<file path="src/rtl/pc_sequencer.sv">
// rtl/pc_sequencer.sv - instruction-fetch sequencer owning the PC and the fetch handshake
// Fetches a word, hands it to IR, waits for execute, then selects PC+1 / jump / branch / halt.
module pc_sequencer #(
  parameter int                WIDTH        = 16,
  parameter logic [WIDTH-1:0]  RESET_PC     = 16'h0000,
  parameter int                WAIT_TIMEOUT = 15
) (
  input  logic             clock,
  input  logic             reset,
  input  logic             run,
  output logic             mem_req,
  output logic [WIDTH-1:0] mem_addr,
  input  logic             mem_ack,
  input  logic [WIDTH-1:0] mem_rdata,
  output logic             ir_load,
  output logic [WIDTH-1:0] ir_data,
  input  logic             exec_done,
  input  logic [1:0]       pc_sel,
  input  logic [WIDTH-1:0] sr1_out,
  input  logic [7:0]       br_offset,
  input  logic             br_taken,
  output logic [WIDTH-1:0] pc,
  output logic             halted,
  output logic             fault,
  output logic [2:0]       state
);

  typedef enum logic [2:0] {
    S_IDLE  = 3'd0,
    S_REQ   = 3'd1,
    S_EXEC  = 3'd2,
    S_HALT  = 3'd3,
    S_FAULT = 3'd4
  } state_t;

  // Counter value seen during the last request cycle that may still accept an ack
  localparam logic [7:0] TO_LAST = 8'(WAIT_TIMEOUT - 1);

  state_t           cur, nxt;
  logic [WIDTH-1:0] pc_q, pc_n;
  logic [WIDTH-1:0] ir_q, ir_n;
  logic [7:0]       cnt_q, cnt_n;
  logic             first_q, first_n;
  logic [WIDTH-1:0] pc_inc, br_target;

  assign pc_inc    = pc_q + WIDTH'(1);
  assign br_target = pc_inc + {{(WIDTH-8){br_offset[7]}}, br_offset};

  always_ff @(posedge clock or posedge reset) begin
    if (reset) begin
      cur     <= S_IDLE;
      pc_q    <= RESET_PC;
      ir_q    <= '0;
      cnt_q   <= '0;
      first_q <= 1'b0;
    end else begin
      cur     <= nxt;
      pc_q    <= pc_n;
      ir_q    <= ir_n;
      cnt_q   <= cnt_n;
      first_q <= first_n;
    end
  end

  always_comb begin
    nxt     = cur;
    pc_n    = pc_q;
    ir_n    = ir_q;
    cnt_n   = cnt_q;
    first_n = 1'b0;
    case (cur)
      S_IDLE: begin
        if (run) nxt = S_REQ;
      end
      S_REQ: begin
        if (mem_ack) begin
          ir_n    = mem_rdata;
          cnt_n   = '0;
          first_n = 1'b1;
          nxt     = S_EXEC;
        end else if (cnt_q == TO_LAST) begin
          cnt_n = '0;
          nxt   = S_FAULT;
        end else begin
          cnt_n = cnt_q + 8'd1;
        end
      end
      S_EXEC: begin
        if (exec_done) begin
          case (pc_sel)
            2'b00:   pc_n = pc_inc;
            2'b01:   pc_n = sr1_out;
            2'b10:   pc_n = br_taken ? br_target : pc_inc;
            default: pc_n = pc_q;
          endcase
          if (pc_sel == 2'b11) nxt = S_HALT;
          else                 nxt = run ? S_REQ : S_IDLE;
        end
      end
      default: ;
    endcase
  end

  assign mem_req  = (cur == S_REQ);
  assign mem_addr = mem_req ? pc_q : '0;
  assign ir_load  = (cur == S_EXEC) && first_q;
  assign ir_data  = ir_q;
  assign pc       = pc_q;
  assign halted   = (cur == S_HALT);
  assign fault    = (cur == S_FAULT);
  assign state    = cur;

endmodule

</file>
<file path="config.mk">
export PLATFORM = sky130hd
export DESIGN_NAME = pc_sequencer
export DESIGN_NICKNAME = d
export VERILOG_FILES = /design/src/rtl/pc_sequencer.sv
export SDC_FILE = /design/constraint.sdc
export NUM_CORES = 1
export LEC_CHECK = 0
export BUFFER_PORTS_ARGS = -buffer_cell sky130_fd_sc_hd__buf_2
export CELL_PAD_IN_SITES_DETAIL_PLACEMENT = 1
export CELL_PAD_IN_SITES_GLOBAL_PLACEMENT = 1
export CORE_ASPECT_RATIO = 0.5
export CORE_UTILIZATION = 38
export CTS_CLUSTER_DIAMETER = 150
export DETAILED_ROUTE_END_ITERATION = 8
export PLACE_DENSITY_LB_ADDON = 0.1
export SYNTH_ARGS = -nofsm -noshare
export SYNTH_HDL_FRONTEND = slang
export SYNTH_SLANG_ARGS = --single-unit
</file>
<file path="constraint.sdc">
create_clock -name clock -period 7.6 [get_ports clock]
set_clock_uncertainty 0.15 [all_clocks]
set_input_delay 0 -clock clock [delete_from_list [all_inputs] [get_ports clock]]
set_output_delay 0 -clock clock [all_outputs]
set_load 0.005 [all_outputs]
</file>
==> results of run 1 <==
[power breakdown]
part / internal, mW / switching, mW
sequential: 0.329 / 0.109
combinational: 0.349 / 0.400
clock: 0.157 / 0.105
[cell families (layout without fill, tap and decap cells)]
| group | Yosys count | count (layout) | share of synthesized area, % |
|---|---|---|---|
| AND/OR/NAND/NOR | 126 | 126 | 18.5 |
| XOR/XNOR | 26 | 26 | 6.66 |
| AO/OA/AOI/OAI | 111 | 111 | 22.2 |
| buffers and inverters | 37 | 155 | 6.41 |
| multiplexers | 18 | 18 | 5.67 |
| adder cells (fa/ha/maj) | 26 | 26 | 9.42 |
| flip-flops | 44 | 44 | 31.2 |
[path summary, 6_finish.rpt]
check	end	slack, ns	cells after the start
hold reg to reg	ir_data[7]	0.35	1
setup / recovery	pc[15]	3.63	15
min in group asynchronous	pc[5]	0.34	3
max in group asynchronous	pc[10]	6.34	3
hold / removal	pc[11]	0.003	5
setup reg to reg	pc[15]	3.63	15
[per-layer routing]
layer  wire length (µm)  part of all wire (%)  vias up
li1                   -                     -     1636
met1               5020                    46     1644
met2               5260                    48       71
met3                563                   5.2        4
met4                 21                  0.19        0
met5                  0                     0        -
[cell usage in the layout (no fill, tap or decap), types with 3 or more instances in the layout]
master / n
mux2_2: 16
buf_2: 102
o22ai_1: 4
o31ai_1: 4
o211ai_1: 4
nor3b_1: 4
o21ai_1: 4
nand2b_1: 7
and2_1: 14
a31oi_1: 3
dfrtp_1: 44
nor2_1: 27
xor2_1: 12
inv_1: 13
clkbuf_16: 5
dlygate4sd3_1: 28
and3_1: 3
nand2_1: 34
xnor2_1: 13
nor3_1: 4
a22oi_1: 7
o21ai_0: 24
nor2b_1: 3
a21o_1: 9
a21oi_1: 23
a211oi_1: 4
nand3_1: 18
ha_1: 25
a221oi_1: 4
[worst max-delay path, stage by stage (launching register included)]
cell	delay, ns
dfrtp_1	0.46
ha_1	0.27
nand3_1	0.18
nor3_1	0.26
nand2_1	0.10
xor2_1	0.23
inv_1	0.08
ha_1	0.44
nand2_1	0.11
nor2_1	0.20
nand3_1	0.10
o31ai_1	0.25
xor2_1	0.23
a21o_1	0.15
nand3_1	0.07
dlygate4sd3_1	0.56
[what timing repair did]
| action | in CTS | in global routing |
|---|---|---|
| endpoints found under the hold margin | 70 | 0 |
| hold buffers | 28 | 0 |
| endpoints found under the setup margin | 0 | 0 |
[synthesized netlist by cell type, types with 7 or more instances]
library cell  number
o21ai_0           24
clkbuf_1           7
xnor2_1           13
a22oi_1            7
mux2_2            16
a21o_1             9
inv_1             14
ha_1              25
nor2_1            27
nand3_1           18
dfrtp_1           44
a21oi_1           23
nand2_1           34
xor2_1            12
buf_6              7
nand2b_1           7
and2_1            14
[flip-flops by register name, summed over array words and instances, names as in the netlist]
name     cells
pc          16
ir_data     16
state        3
first_q      1
cnt_q        8
[cell type report]
class	count	area, µm²
Tap cell	117	146
Clock buffer	5	125
Clock inverter	3	46.3
Timing Repair Buffer	132	806
Fill cell	1086	4370
Inverter	15	56.3
Sequential cell	44	1100
Multi-Input combinational cell	307	2200
[per-stage QoR]
| step | instance area, µm² | worst slack (ns) | total power [mW] | instances | utilization, % |
|---|---|---|---|---|---|
| after floorplan | 3530 | 4.72 | 0.933 | 388 | - |
| after global placement | 4030 | 4.29 | 1.16 | 587 | 45.5 |
| after detailed placement | 4030 | 4.22 | 1.17 | 587 | 45.5 |
| after CTS | 4490 | 3.65 | 1.46 | 623 | 50.6 |
| after global routing | 4490 | 3.28 | 1.57 | 623 | 50.6 |
| final | 4490 | 3.63 | 1.45 | 623 | 50.6 |
==> metrics.cfg, run 1 <==
[sta]
tns_ns = 0
finalHoldViolCount = 0
setup_viol_count_final = 0
tightest_slew_ns = 0.998
maxSlewHeadroom_pct = 33.4
finalCritPeriodShare_pct = 52.2
timing.fmax_ghz = 0.252
whs_ns = 0.00272
finalCriticalPeriod_ns = 3.97
rsz0062_at_grt = no
slew_violations = 0

[route]
drc = 10
wl_per_cell_um = 17.4
drtAntennaViolNets = 0
vias_per_cell = 5.39
vias = 3355
first_iter_violations = 131
dr.pass1.iters = 6
routed_wirelength_mm = 10.9

[power_and_ir_drop]
p_per_area_nw_per_um2 = 323
peakVddDrop_mv = 0.128
p_leak_nw = 2.13

[critical_path]
startpoint = pc[0]
required_ns = 7.63
path_max_fanout = 9
path_class = flip-flop to flip-flop
reg2reg_from = pc[0]
cp-start-kind = flip-flop
end_kind = flip-flop
cp.arrival_ns = 4.00

[cts]
clockBufferDepth = 2
cts_resized = 0
root_buffer = clkbuf_16
cts_setup_buffers = 0
cts_buffers = 5
cts_max_level = 2
clk_pin_slew_ns = 0.07
cts_tree = done
clock_sinks = 44
clk_latency_ns = 0.30

[yosys]
async_flop_share_pct = 100
yosysWarnings = 0
syn_area_um2 = 3530
synth_top_cell_by_area = dfrtp_1
syn_nets = 462
synth_top_area_share_pct = 31.2
avgSynthCellArea_um2 = 9.10
synthTopCellsByArea = dfrtp_1 (31%), ha_1 (8.9%), mux2_2 (5.1%), nand2_1 (3.6%), o21ai_0 (3.4%)
synth_cells = 388
synth_flop_cell = dfrtp_1
ys_seq_area_share_pct = 31.2
synth.ff_latch_count = 44
synth_edf_count = 0
synth.distinct_cells = 65

[grt]
antenna_found_initial = 0
grt_use_met2_pct = 42.2
top_usage_layer = met2
grt.total_usage_pct = 23.9
grt_pass1_vias = 3605
grt_pass1_wl_mm = 18.2
use_met1_pct = 31.2
use_met3_pct = 4.80
grt_overflow = 0
grt_start_max_net_pins = 45

[finish]
antenna_cells = 0
area_growth_pct = 27.0
nets = 579
final_layout_size_suffix_gt1_share_pct = 29.1

[die]
fp.dieW_um = 138
core-area_um2 = 8860
io_pins = 103
die_y_um = 70.2
row_count = 24
initial_utilization_pct = 39.9
fp.dieArea_um2 = 9710

[placement]
dpl.hpwl_mm = 7.75
place.gp.congestion = 0.844
port_buffers = 102

[outcome]
status = finished, violations left
violations = design-rule violations

[job]
drv_cap = 0

[min_path]
hold_path_startpoint = sr1_out[11]
min_path_type = input port to flip-flop

(Power assumes the default switching activity.)
==> run 2: changes to the inputs <==
--- a/config.mk
+++ b/config.mk
@@ -9,7 +9,7 @@
 export CELL_PAD_IN_SITES_DETAIL_PLACEMENT = 1
 export CELL_PAD_IN_SITES_GLOBAL_PLACEMENT = 1
 export CORE_ASPECT_RATIO = 0.5
-export CORE_UTILIZATION = 38
+export CORE_UTILIZATION = 35
 export CTS_CLUSTER_DIAMETER = 150
 export DETAILED_ROUTE_END_ITERATION = 8
 export PLACE_DENSITY_LB_ADDON = 0.1
==> constraint.sdc (replaced) <==
create_clock -name clock -period 3.6 [get_ports clock]
set_clock_uncertainty 0.15 [all_clocks]
set_input_delay 0 -clock clock [delete_from_list [all_inputs] [get_ports clock]]
set_output_delay 0 -clock clock [all_outputs]
set_load 0.005 [all_outputs]
==> run 2 against run 1 <==
Effect of this change:
- the flow now finishes without violations
- via count increased by 1.3%
- worst hold slack improved by 0.0096 ns
- power increased by 110%
- final area increased by 1.3%
- critical path depth decreased by 3
- critical endpoint is now pc[13]
==> metrics.cfg, run 2 (synthesis results as in run 1) <==
[sta]
fin_ws_ns = 0.245  ; -3.39 ns
whs_ns = 0.0124  ; +0.00964 ns
slew_violations = 0  ; unchanged
rsz0062_at_grt = no
maxSlewHeadroom_pct = 32.9  ; -0.52 points
timing.fmax_ghz = 0.298  ; +18%
finalCriticalPeriod_ns = 3.35  ; -0.613 ns
tightest_slew_ns = 1.01  ; +0.00784 ns
finalCritPeriodShare_pct = 93.2  ; +41 points
setup_viol_count_final = 0  ; unchanged
finalHoldViolCount = 0  ; unchanged
tns_ns = 0  ; unchanged

[route]
routed_wirelength_mm = 11.4  ; +4.7%
wl_met2_mm = 5.51  ; +4.8%
dr_wl_met3_um = 370  ; -34%
drtAntennaViolNets = 0  ; unchanged
vias_per_cell = 5.28  ; -2.0%
vias = 3398  ; +1.3%
wl_per_cell_um = 17.7  ; +1.3%
dr.pass1.iters = 7  ; +1
top_layer = met4
first_iter_violations = 160  ; +22%
wl_met1_mm = 5.45  ; +8.6%
drc = 0  ; -10

[placement]
place.gp.congestion = 0.867  ; +2.7%
dpl.cell_count = 608  ; +3.6%
dpl.hpwl_mm = 8.00  ; +3.2%
post-place-ws_ns = 0.255  ; -3.97 ns
port_buffers = 102  ; unchanged

[die]
core-area_um2 = 9630  ; +8.8%
die_y_um = 73.0  ; +4.1%
fp.dieArea_um2 = 10500  ; +8.4%
fp.dieW_um = 144  ; +4.1%
row_count = 25  ; +4.2%
initial_utilization_pct = 36.7  ; -3.2 points
io_pins = 103  ; unchanged

[outcome]
status = finished clean

[finish]
stdcell_count = 644  ; +3.4%
antenna_cells = 0  ; unchanged
layout_common_cells = buf_2 (102), dfrtp_1 (44), nand2_1 (34)
final_common_cell = buf_2
nets = 582  ; +0.52%
n_fill_cell = 1166  ; +7.4%
final_layout_size_suffix_gt1_share_pct = 29.9  ; +0.81 points
area_growth_pct = 28.7

[critical_path]
path_class = flip-flop to flip-flop
slowest_delay_ns = 0.45  ; -0.11 ns
cp_slowest_cell = dfrtp_1
cp.arrival_ns = 3.39  ; -0.61 ns
end_kind = flip-flop
required_ns = 3.63  ; -4.00 ns
path_cells = ha_1 -> nand3_1 -> nor2_1 -> nand4_1 -> xnor2_1 -> ha_1 -> a21o_1 -> a21o_1 -> a21oi_1 -> mux2i_1 -> o22ai_1 -> o32ai_1
path_max_fanout = 6  ; -3
cp-start-kind = flip-flop

[grt]
grt_start_max_net_pins = 45  ; unchanged
grt_pass1_vias = 3521  ; -2.3%
grt.total_usage_pct = 23.1  ; -0.81 points
grt_overflow = 0  ; unchanged
antenna_found_initial = 0  ; unchanged
grt_pass1_wl_mm = 18.3  ; +0.46%

[cts]
cts_tree = done
cts_setup_buffers = 0  ; unchanged
clk_latency_ns = 0.29  ; about the same
root_buffer = clkbuf_16
clockBufferDepth = 2  ; unchanged
clk_pin_slew_ns = 0.07  ; about the same
cts_buffers = 5  ; unchanged
clock_sinks = 44  ; unchanged
cts_max_level = 2  ; unchanged

[power_and_ir_drop]
p_total_mw = 3.07  ; +110%
p_leak_nw = 2.15  ; +0.82%
peakVddDrop_mv = 0.313  ; +140%
p_per_area_nw_per_um2 = 676  ; +110%

[job]
drv_cap = 0  ; unchanged

[min_path]
min_path_type = input port to flip-flop

==> run 2: cell types whose count changed in the layout (fill, tap and decap cells not counted) <==
| cell | before | now |
|---|---|---|
| buf_4 | 2 | 5 |
| clkbuf_8 | 0 | 1 |
| nor3_2 | 1 | 2 |
| clkinvlp_4 | 1 | 0 |
| clkinv_4 | 0 | 1 |
| ha_2 | 0 | 1 |
| nor3_1 | 4 | 3 |
| inv_6 | 1 | 0 |
| ha_1 | 25 | 24 |
==> run 2: area by class of cell <==
class                      instances  area, µm²  share of cell area (%)
multi-input combinational        307       2210                    48.7
clock inverter                     2       38.8                   0.854
clock buffer                       6        139                    3.06
timing repair buffer             135        828                    18.2
sequential                        44       1100                    24.2
inverter                          15       56.3                    1.24
tap                              135        169                    3.72
==> run 2: path summary, 6_finish.rpt <==
| path | from | end | slack, ns | depth (start not counted) |
|---|---|---|---|---|
| max in group asynchronous | reset | state[1] | 2.32 | 3 |
| setup / recovery | pc[1] | pc[13] | 0.25 | 12 |
| setup reg to reg | pc[1] | pc[13] | 0.25 | 12 |
| hold / removal | sr1_out[5] | pc[5] | 0.01 | 4 |
| hold reg to reg | cnt_q[7] | cnt_q[7] | 0.35 | 1 |
| min in group asynchronous | reset | pc[3] | 0.37 | 3 |
==> run 2: layer usage <==
| metal | global-route usage [%] | vias to the layer above |
|---|---|---|
| li1 | - | 1640 |
| met1 | 29.3 | 1688 |
| met2 | 40.6 | 66 |
| met3 | 4.53 | 4 |
| met4 | 5.32 | 0 |
| met5 | 0 | - |
==> run 2: worst max-delay path: cells and delay by family, from the launching register on <==
family / cells / cell delay (ns)
multiplexers: 1 / 0.22
adder cells (fa/ha/maj): 2 / 0.62
XOR/XNOR: 1 / 0.21
flip-flops: 1 / 0.45
AO/OA/AOI/OAI: 5 / 1.05
AND/OR/NAND/NOR: 3 / 0.55
==> run 2: power by group <==
| part | total (mW) | internal (mW) | switching [mW] |
|---|---|---|---|
| Clock | 0.565 | 0.348 | 0.216 |
| Combinational | 1.59 | 0.737 | 0.848 |
| Sequential | 0.923 | 0.694 | 0.228 |
==> run 2: timing repair <==
| action | 4_1_cts | 5_1_grt |
|---|---|---|
| endpoints found under the hold margin | 71 | 0 |
| gates resized for setup | 0 | 2 |
| hold buffers | 28 | 0 |
| endpoints found under the setup margin | 0 | 1 |
==> run 2: metrics by stage <==
stage,utilization [%],cell area [µm²]
final,47.2,4540
after global routing,47.2,4540
after CTS,47.1,4540
after detailed placement,42.3,4080
after global placement,42.3,4080
after floorplan,-,3530
==> run 3: changes to the inputs <==
--- a/config.mk
+++ b/config.mk
@@ -5,13 +5,13 @@
 export SDC_FILE = /design/constraint.sdc
 export NUM_CORES = 1
 export LEC_CHECK = 0
-export BUFFER_PORTS_ARGS = -buffer_cell sky130_fd_sc_hd__buf_2
 export CELL_PAD_IN_SITES_DETAIL_PLACEMENT = 1
 export CELL_PAD_IN_SITES_GLOBAL_PLACEMENT = 1
 export CORE_ASPECT_RATIO = 0.5
-export CORE_UTILIZATION = 35
+export CORE_UTILIZATION = 38
 export CTS_CLUSTER_DIAMETER = 150
 export DETAILED_ROUTE_END_ITERATION = 8
+export DONT_BUFFER_PORTS = 1
 export PLACE_DENSITY_LB_ADDON = 0.1
 export SYNTH_ARGS = -nofsm -noshare
 export SYNTH_HDL_FRONTEND = slang
==> run 3 against run 2 <==
Effect of this change:
- the flow now finishes with violations (design-rule violations)
- sequential share of layout area increased by 2.7 points
- critical path type unchanged
- worst hold slack worse by 0.0030 ns
- first-iteration DRC count up 5.0%
- final area shrank 9.9%
- highest routed layer unchanged
==> metrics.cfg, run 3 (synthesis results as in run 1) <==
[finish]
register_area_um2 = 1100  ; +0.23%
finish.instance_area_um2 = 4100  ; -9.9%
multi_input_area_um2 = 2210  ; +0.11%
stdcell_count = 533  ; -17%
final_common_cell = dfrtp_1
n_fill_cell = 995  ; -15%
layout_common_cells = dfrtp_1 (42), dlygate4sd3_1 (35), nand2_1 (34)
antenna_cells = 0  ; unchanged
final_layout_size_suffix_gt1_share_pct = 13.0  ; -17 points
nets = 489  ; -16%
area_growth_pct = 15.9

[sta]
tns_ns = 0  ; unchanged
timing.fmax_ghz = 0.295  ; -0.88%
slew_violations = 0  ; unchanged
finalCriticalPeriod_ns = 3.38  ; +0.0296 ns
finalCritPeriodShare_pct = 94.0  ; +0.82 points
finalHoldViolCount = 0  ; unchanged
tightest_slew_ns = 0.813  ; -0.193 ns
maxSlewHeadroom_pct = 45.8  ; +13 points
setup_viol_count_final = 0  ; unchanged
rsz0062_at_grt = no
whs_ns = 0.00940  ; -0.00296 ns

[placement]
port_buffers = 0  ; -100%
place.gp.congestion = 0.861  ; -0.69%
dpl.cell_count = 490  ; -19%
dpl-instance-area_um2 = 3560  ; -13%
dpl.hpwl_mm = 7.76  ; -2.9%

[grt]
grt_pass1_wl_mm = 18.0  ; -1.5%
use_met1_pct = 30.5  ; +1.2 points
grt.total_usage_pct = 23.9  ; +0.82 points
grt_overflow = 0  ; unchanged
grt_start_max_net_pins = 45  ; unchanged
use_met3_pct = 5.69  ; +1.2 points
grt_pass1_vias = 3428  ; -2.6%
grt_use_met2_pct = 41.7  ; +1.1 points
top_usage_layer = met2
antenna_found_initial = 0  ; unchanged

[cts]
root_buffer = clkbuf_16
clk_pin_slew_ns = 0.08  ; about the same
clock_sinks = 44  ; unchanged
cts_buffers = 5  ; unchanged
clockBufferDepth = 2  ; unchanged
clk_latency_ns = 0.30  ; about the same
cts_max_level = 2  ; unchanged
cts_tree = done

[die]
row_count = 24  ; -4.0%
fp.dieW_um = 138  ; -4.0%
fp.dieArea_um2 = 9710  ; -7.7%
io_pins = 103  ; unchanged
core-area_um2 = 8860  ; -8.1%
initial_utilization_pct = 39.9  ; +3.2 points
die_y_um = 70.2  ; -3.9%

[power_and_ir_drop]
p_total_mw = 2.90  ; -5.6%
peakVddDrop_mv = 0.327  ; +4.4%
p_per_area_nw_per_um2 = 708  ; +4.8%
p_leak_nw = 1.74  ; -19%

[critical_path]
r2r_slack_ns = 0.22  ; -0.03 ns
cp-start-kind = flip-flop
path_max_fanout = 6  ; unchanged
required_ns = 3.63  ; about the same
r2r-end = pc[15]
startpoint = pc[1]
path_class = flip-flop to flip-flop
end_kind = flip-flop
cp.arrival_ns = 3.41  ; +0.02 ns
reg2reg_from = pc[1]
worst-r2r-cell-count = 13  ; +1
crit_end = pc[15]

[route]
drtAntennaViolNets = 0  ; unchanged
dr.pass1.iters = 6  ; -1
vias_per_cell = 5.82  ; +10%
vias = 3102  ; -8.7%
wl_per_cell_um = 20.9  ; +18%
first_iter_violations = 168  ; +5.0%
routed_wirelength_mm = 11.1  ; -2.2%
drc = 10  ; +10

[job]
drv_cap = 0  ; unchanged

[outcome]
status = finished, violations left
violations = design-rule violations

[min_path]
min_path_type = input port to flip-flop

[run 3: cell types whose count changed in the layout (fill, tap and decap cells not counted), sizes merged]
cell	before	now
buf	107	7
clkbuf	6	5
clkinvlp	0	1
dlygate4sd3	28	35
[run 3: repair_timing]
item	in CTS	in global routing
setup buffers	0	0
hold endpoints to repair	85	0
endpoints found under the setup margin	0	3
hold buffers	35	0
resized for setup	0	5
[run 3: cell type report]
| cell class | instances | share of cell area, % |
|---|---|---|
| Clock inverter | 3 | 1.13 |
| Tap cell | 117 | 3.57 |
| Timing Repair Buffer | 42 | 9.84 |
| Multi-Input combinational cell | 307 | 54.1 |
| Clock buffer | 5 | 3.06 |
| Sequential cell | 44 | 26.9 |
| Inverter | 15 | 1.37 |
[run 3: layer usage]
layer / routed length (µm) / part of all wire [%]
met2: 5430 / 49
met5: 0 / 0
met1: 5020 / 45
met3: 659 / 5.9
met4: 12 / 0.11
[run 3: worst min-delay path by stage]
| stage | startpoint | endpoint | cells past startpoint |
|---|---|---|---|
| floorplan | mem_rdata[0] | ir_data[0] | 1 |
| global placement | reset | ir_data[11] | 2 |
| detailed placement | reset | ir_data[10] | 2 |
| CTS | br_offset[7] | pc[14] | 3 |
| global route | br_offset[7] | pc[14] | 3 |
| finish | run | state[0] | 4 |
[run 3: per-stage QoR]
stage               setup WS (ns)  util, %
floorplan                   0.721        -
global placement            0.331     40.2
detailed placement          0.116     40.2
CTS                        0.0763     46.1
global route               0.0280     46.2
finish                      0.215     46.2
[run 3: worst max-delay path, cell delays in order (launching register included)]
cell and delay [ns]:
dfrtp_2 0.44, ha_1 0.26, nand3_1 0.20, nor2_2 0.20, nand4_1 0.13, xnor2_1 0.24
ha_1 0.34, a21o_1 0.24, o21bai_1 0.16, a221oi_1 0.30, o31ai_1 0.15, xor2_1 0.22
a21o_1 0.15, nand3_1 0.08
[run 3: power breakdown]
| group | internal, mW | switching [mW] |
|---|---|---|
| registers | 0.697 | 0.277 |
| clock network | 0.331 | 0.235 |
| logic | 0.596 | 0.765 |
| total | 1.62 | 1.28 |
